`src/rtl/usb_tx_pkg.sv`:
```
// Shared types, CRC16 constants and the byte-wise CRC16 update for usb_tx_framer.
package usb_tx_pkg;

  typedef enum logic [2:0] {
    IDLE = 3'd0,
    PID  = 3'd1,
    DATA = 3'd2,
    CRC1 = 3'd3,
    CRC2 = 3'd4
  } tx_state_e;

  localparam logic [15:0] CRC16_INIT   = 16'hFFFF;
  localparam logic [15:0] CRC16_POLY_R = 16'hA001;

  // USB CRC16, reflected form: fold one byte in LSB-first.
  function automatic logic [15:0] crc16_next(input logic [15:0] crc, input logic [7:0] data_byte);
    logic [15:0] c;
    c = crc ^ {8'h00, data_byte};
    for (int i = 0; i < 8; i++) begin
      c = c[0] ? ((c >> 1) ^ CRC16_POLY_R) : (c >> 1);
    end
    return c;
  endfunction

endpackage

```
`src/rtl/usb_crc16.sv`:
```
// Registered USB CRC16 accumulator: init reloads the seed, en folds in one byte.
module usb_crc16
  import usb_tx_pkg::*;
(
  input  logic        clk,
  input  logic        reset,
  input  logic        init,
  input  logic        en,
  input  logic [7:0]  data_byte,
  output logic [15:0] crc
);

  logic [15:0] crc_reg;

  always_ff @(posedge clk) begin
    if (reset) begin
      crc_reg <= CRC16_INIT;
    end else if (init) begin
      crc_reg <= CRC16_INIT;
    end else if (en) begin
      crc_reg <= crc16_next(crc_reg, data_byte);
    end
  end

  assign crc = crc_reg;

endmodule

```
`src/rtl/usb_tx_framer.sv`:
```
// Frames PID + payload (+ optional CRC16) onto a byte valid/ready transmit port.
// Define USB_TX_CRC_EN to append the CRC16 bytes (CRC1/CRC2 states).
module usb_tx_framer
  import usb_tx_pkg::*;
#(
  parameter  int MAX_LEN    = 64,
  parameter  int HIST_DEPTH = 10,
  localparam int LEN_W      = $clog2(MAX_LEN + 1)
) (
  input  logic                  clk,
  input  logic                  reset,
  input  logic                  send_data,
  input  logic [LEN_W-1:0]      pkt_len,
  input  logic [3:0]            pid,
  input  logic [7:0]            data_in,
  input  logic                  data_valid,
  output logic                  data_ready,
  input  logic                  tx_ready,
  output logic                  tx_valid,
  output logic [7:0]            tx_data,
  output logic                  tx_last,
  output logic                  busy,
  output logic [HIST_DEPTH-1:0] hist
);

  tx_state_e             state_reg;
  logic [3:0]            pid_reg;
  logic [LEN_W-1:0]      len_reg;
  logic [LEN_W-1:0]      cnt_reg;
  logic [HIST_DEPTH-1:0] hist_reg;
  logic                  fire;
  logic                  last_byte;

  assign fire      = tx_valid & tx_ready;
  assign last_byte = (cnt_reg + LEN_W'(1)) == len_reg;

`ifdef USB_TX_CRC_EN
  localparam bit CRC_EN = 1'b1;
  logic [15:0] crc;

  usb_crc16 u_crc (
    .clk       (clk),
    .reset     (reset),
    .init      (state_reg == PID),
    .en        ((state_reg == DATA) && fire),
    .data_byte (data_in),
    .crc       (crc)
  );
`else
  localparam bit CRC_EN = 1'b0;
`endif

  always_ff @(posedge clk) begin
    if (reset) begin
      state_reg <= IDLE;
      pid_reg   <= '0;
      len_reg   <= '0;
      cnt_reg   <= '0;
      hist_reg  <= '0;
    end else begin
      hist_reg <= {hist_reg[HIST_DEPTH-2:0], fire};
      case (state_reg)
        IDLE: begin
          if (send_data) begin
            pid_reg   <= pid;
            len_reg   <= (pkt_len > LEN_W'(MAX_LEN)) ? LEN_W'(MAX_LEN) : pkt_len;
            cnt_reg   <= '0;
            state_reg <= PID;
          end
        end
        PID: begin
          if (fire) begin
            if (len_reg != '0) state_reg <= DATA;
            else               state_reg <= CRC_EN ? CRC1 : IDLE;
          end
        end
        DATA: begin
          if (fire) begin
            cnt_reg <= cnt_reg + LEN_W'(1);
            if (last_byte) state_reg <= CRC_EN ? CRC1 : IDLE;
          end
        end
`ifdef USB_TX_CRC_EN
        CRC1: if (fire) state_reg <= CRC2;
        CRC2: if (fire) state_reg <= IDLE;
`endif
        default: state_reg <= IDLE;
      endcase
    end
  end

  // DATA is a pure pass-through so payload beats cost no extra cycle.
  always_comb begin
    tx_valid   = 1'b0;
    tx_data    = 8'h00;
    tx_last    = 1'b0;
    data_ready = 1'b0;
    case (state_reg)
      PID: begin
        tx_valid = 1'b1;
        tx_data  = {~pid_reg, pid_reg};
        tx_last  = !CRC_EN && (len_reg == '0);
      end
      DATA: begin
        tx_valid   = data_valid;
        tx_data    = data_in;
        data_ready = tx_ready;
        tx_last    = !CRC_EN && last_byte;
      end
`ifdef USB_TX_CRC_EN
      CRC1: begin
        tx_valid = 1'b1;
        tx_data  = ~crc[7:0];
      end
      CRC2: begin
        tx_valid = 1'b1;
        tx_data  = ~crc[15:8];
        tx_last  = 1'b1;
      end
`endif
      default: ;
    endcase
  end

  assign busy = (state_reg != IDLE);
  assign hist = hist_reg;

endmodule

```
`config.mk`:
```
export PLATFORM = sky130hd
export DESIGN_NAME = usb_tx_framer
export DESIGN_NICKNAME = d
export VERILOG_FILES = /design/src/rtl/usb_tx_pkg.sv /design/src/rtl/usb_crc16.sv /design/src/rtl/usb_tx_framer.sv
export SDC_FILE = /design/constraint.sdc
export NUM_CORES = 1
export LEC_CHECK = 0
export CAP_MARGIN = 20
export CORE_UTILIZATION = 30
export CTS_BUF_LIST = sky130_fd_sc_hd__clkbuf_4
export DETAILED_ROUTE_END_ITERATION = 10
export SYNTH_ARGS = -nofsm -noshare
export SYNTH_HDL_FRONTEND = slang
export SYNTH_HIERARCHICAL = 1
export SYNTH_SLANG_ARGS = --single-unit
```
`constraint.sdc`:
```
create_clock -name clk -period 2.7 [get_ports clk]
set_input_delay 0.27 -clock clk [delete_from_list [all_inputs] [get_ports clk]]
set_output_delay 0.27 -clock clk [all_outputs]
set_load 0.01 [all_outputs]
```
### After elaboration in Yosys (flattened, before gate mapping)

Cells that the tools add are included.

| cells by class | value |
|---|---|
| $add $sub $neg | 1 |
| order comparisons | 1 |
| equality and inequality tests | 7 |
| muxes and demuxes | 14 |
| bitwise gates (word level) | 2 |
| reduce and logical (&&, ||, !) cells | 8 |

Operators by type and width:

| kind | count |
|---|---|
| 7-bit two-way mux | 3 |
| 8-bit one-hot mux with 2 select lines | 1 |
| 7-bit one-hot mux with 2 select lines | 1 |
| 3-bit two-way mux | 4 |
| 3-bit one-hot mux with 3 select lines | 1 |
| 2-bit inequality test (second input constant) | 4 |
| 7-bit by 1-bit adder with 7-bit output (second input constant) | 1 |
| 7-bit == test | 1 |
| 7-bit greater-than comparator (second input constant) | 1 |
| 7-bit logical NOT | 1 |
| 7-bit nonzero test | 1 |
| 4-bit inverter | 1 |
| 1-bit one-hot mux with 2 select lines | 2 |
| 4-bit AND reduction | 1 |
| 3-bit by 1-bit == test with 1-bit output (second input constant) | 1 |
| 3-bit by 2-bit == test with 1-bit output (second input constant) | 1 |
| 3-bit logical NOT | 1 |
| 3-bit AND reduction | 1 |
| 3-bit nonzero test | 1 |
| 2-bit two-way mux | 1 |
| 2-bit AND reduction | 1 |
| 2-bit nonzero test | 1 |
| 1-bit bitwise AND | 1 |
| 1-bit two-way mux | 1 |

| word-level totals | value |
|---|---|
| flip-flop bits (word level) | 31 |
| output and inout bits | 22 |

### Depth between registers and ports, before layout

| logic depth | value |
|---|---|
| depth after elaboration | 5 |
| mapped depth | 9 |

### Worst setup path before layout

OpenSTA, ideal clock, no wires.

| timing | value |
|---|---|
| kind | register to output |
| start | register cnt_reg[0] |
| end | output tx_last |
| data arrival time | 1.795 ns |
| slack | 0.635 ns |
| cell stages (with the launch flop) | 8 |
| path buffers | 0 |
| cell sequence | dfxtp_1 > ha_1 > nand3_1 > nor2_1 > o311ai_1 > a2111oi_4 > a32oi_1 > nor2b_1 |

| between the ends | value |
|---|---|
| longest elaborated chain between the ends | 3 |

RTL lines:

| what | RTL line | text |
|---|---|---|
| start, declared | usb_tx_framer.sv:29 | `logic [LEN_W-1:0] cnt_reg;` |
| start signal, assigned | usb_tx_framer.sv:79 | `cnt_reg <= cnt_reg + LEN_W'(1);` |
| 7-bit by 1-bit adder with 7-bit output | usb_tx_framer.sv:35 | `assign last_byte = (cnt_reg + LEN_W'(1)) == len_reg;` |
| 7-bit == test | usb_tx_framer.sv:35 |  |
| 1-bit one-hot mux with 2 select lines | usb_tx_framer.sv:98 | `case (state_reg)` |
| end, declared | usb_tx_framer.sv:21 | `output logic tx_last,` |

No other way between the ends.

### Final worst setup path

Same ends and word-level chain as after synthesis.

==> impl_metrics.csv <==
group,metric,value,unit
run_status,status,"completed",
logic_synthesis,synth.distinct_cells,45,
setup_path,crit_path_cell_trace,"ha_1, xor2_1, nor2_1, o311ai_1, a2111oi_4, a32oi_1, nor2b_1, clkbuf_2",
logic_synthesis,synthTopCellsByArea,"dfxtp_1 (37%), nand2_1 (6.1%), nor2b_1 (5.9%)",
finish,largest_reg_flops,10,
grt,grt_max_degree,23,
drt,wl_per_cell,11.5,um
power_and_ir_drop,power_density,549,mW/mm^2
min_path,hold_depth,1,
die,die_h,75.1,um
grt,grt_pass1_wl,5890,um
logic_synthesis,avgSynthCellArea,8.40,um^2
sta,fmax,411,MHz
clock_tree,cts_tree,"built",
grt,antenna_found_initial,0,
setup_path,arrival,2.16,ns
logic_synthesis,syn_nets,219,
clock_tree,cts.path.max_buffers,2,
drt,wl_met2,1620,um
clock_tree,cts_sinks,30,
logic_synthesis,netlist_area,0.00160,mm^2
setup_path,reg2reg_slack,0.44,ns
grt,grt_use_total,13.7,%
logic_synthesis,yosysTopAreaCell,"dfxtp_1",
logic_synthesis,syn_inst,191,
sta,period_needed,2.43,ns
setup_path,required,2.43,ns
placement,port_buffers,45,
setup_path,reg2regPathDepth,7,
logic_synthesis,ys.flop_type,"dfxtp_1",
min_path,worstHoldStart,"hist[8]$_SDFF_PP0_",
finish,num_antenna_cells,0,
sta,fin_setup_tns,0,ns
finish,drive_gt1_share,10.5,%
sta,final-hold-violation-count,0,
setup_path,critPathSlowestCell,"a2111oi_4",
sta,rsz0062_at_grt,"no",
clock_tree,clockRootBuffer,"clkbuf_4",
drt,wl_met3,176,um
sta,period_share,90.0,%
drt,drc,0,
drt,detail-route-antenna-nets,0,
die,coreArea,0.00514,mm^2
power_and_ir_drop,vdd_drop_max,313,uV
placement,place.gp.congestion,0.786,
sta,tightest_slew,0.484,ns
die,die_area,0.00564,mm^2
die,dieWidth,75.1,um
finish,multi_input_area,927,um^2
logic_synthesis,yosysSeqAreaShare,37.4,%
setup_path,worstSetupPathType,"flip-flop to output pin",
drt,highest_layer,"met4",
sta,slew_violations,0,
logic_synthesis,synth-seq-cells,30,
setup_path,start_kind,"flip-flop",
finish,nets,266,
logic_synthesis,synth-edff-count,0,
clock_tree,insertion_delay,0.32,ns
drt,drt_iter0_drc,51,
flow_run,cap_viol_max_count,0,
finish,ff_latch_area,604,um^2
grt,overflow,0,
drt,drt-met1-wl,1700,um
finish,fillCellCount,573,
die,io_pins,46,
sta,slew_headroom,67.5,%
power_and_ir_drop,p_leak,0.799,nW
logic_synthesis,synth_most_common_cell,"dfxtp_1",
sta,fin_skew,0.00799,ns
min_path,worstHoldEndpoint,"hist[9]$_SDFF_PP0_",
drt,drt_wl_total,3550,um
logic_synthesis,async_flop_share,0,%
drt,vias,1454,
logic_synthesis,synth_top_area_share,37.4,%
clock_tree,cts_max_level,2,
grt,grt_pass1_vias,1368,
clock_tree,path_clk_slew,0.09,ns
drt,drtPass1Iterations,4,
min_path,hold_path.class,"flip-flop to flip-flop",
setup_path,reg2reg_to,"cnt_reg[5]$_SDFFE_PP0P_",
die,num_rows,26,
placement,placed_area,0.00212,mm^2
finish,syn_to_final_growth,35.8,%
setup_path,crit_fanout,6,
clock_tree,cts_buffers,5,
logic_synthesis,synth_commonest_cells,"dfxtp_1 (30), nand2_1 (26), a21oi_1 (17)",
die,initial_core_util,31.2,%
setup_path,r2r-start,"state_reg[1]$_SDFFE_PP0P_",
setup_path,critPathMaxStageDelay,0.38,ns
setup_path,cp-end-kind,"output pin",
logic_synthesis,yosys_warnings,6,
sta,setup_viol,0,
placement,hpwl,2570,um
drt,viasPerCell,4.71,
finish,fin_area,0.00218,mm^2
layout make-up:
cell class | instances | share of cell area, %
Inverter | 6 | 1.03
Timing Repair Buffer | 50 | 22.2
Sequential cell | 30 | 27.7
Tap cell | 70 | 4.02
Clock buffer | 6 | 2.07
Clock inverter | 2 | 0.402
Multi-Input combinational cell | 145 | 42.6
logic make-up (layout without fill, tap and decap cells):
logic type,after synthesis,in the layout,share of synthesized area [%]
compound gates,43,43,18.6
flops,30,30,37.4
buf+inv,16,64,4.76
mux,4,4,2.57
simple gates,88,88,30.2
fa+ha+maj,4,4,3.12
xor+xnor,6,6,3.28
critical path, delay by kind of cell, from the launching register on:
family	cells	cell delay (ns)
xor gates and xnor gates	1	0.15
DFF	1	0.36
adders and majority gates	1	0.32
AOI/OAI and AO/OA	3	0.63
and+or+nand+nor	2	0.26
buffers and inverters	1	0.14
power by group:
part / total (mW) / internal [mW] / leakage [nW] / switching (mW)
sequential: 0.500 / 0.472 / 0.245 / 0.0280
clock: 0.257 / 0.108 / 0.0331 / 0.149
combinational: 0.440 / 0.215 / 0.521 / 0.224
worst max-delay path by stage:
stage	start	endpoint	slack (ns)	depth (start not counted)
6_report	cnt_reg[0]$_SDFFE_PP0P_	tx_last	0.27	8
4_1_cts	cnt_reg[0]$_SDFFE_PP0P_	tx_last	0.02	9
3_5_place_dp	cnt_reg[0]$_SDFFE_PP0P_	tx_last	0.15	8
3_3_place_gp	cnt_reg[0]$_SDFFE_PP0P_	tx_last	0.18	8
2_1_floorplan	cnt_reg[0]$_SDFFE_PP0P_	tx_last	0.64	7
5_1_grt	cnt_reg[0]$_SDFFE_PP0P_	tx_last	0.06	8
placed cells by master, fill, tap and decap left out, types with 5 or more instances in the layout:
| cell | synthesis | layout |
|---|---|---|
| a21oi_1 | 17 | 17 |
| a22oi_1 | 5 | 5 |
| buf_4 | 2 | 5 |
| clkbuf_4 | 0 | 6 |
| clkdlybuf4s50_1 | 0 | 44 |
| dfxtp_1 | 30 | 27 |
| inv_1 | 6 | 6 |
| nand2_1 | 26 | 26 |
| nand3b_1 | 9 | 9 |
| nor2_1 | 13 | 13 |
| nor2b_1 | 15 | 15 |
| o21ai_0 | 7 | 6 |
metrics by stage:
step | worst slack (ns) | utilization (%) | std cells | power [mW] | hold WS, ns
5_1_grt | 0.0574 | 42.4 | 309 | 1.29 | 0.478
6_report | 0.269 | 42.4 | 309 | 1.20 | 0.466
4_1_cts | 0.0152 | 42.3 | 308 | 1.22 | 0.469
2_1_floorplan | 0.635 | - | 191 | 0.797 | 0.406
3_5_place_dp | 0.145 | 41.2 | 300 | 0.954 | 0.450
3_3_place_gp | 0.181 | 41.2 | 300 | 0.956 | 0.443
timing repair:
action	in CTS	in global routing
resized for setup	5	2
endpoints found under the setup margin	1	1
buffers inserted	0	1
pin swaps	1	1
hold buffers	0	0
routing by layer:
metal	vias up	global-route usage, %
met5	-	0
met4	0	5.03
met3	5	4.15
met2	34	21.8
met1	666	17.5
li1	749	-
(Power assumes the default switching activity.)
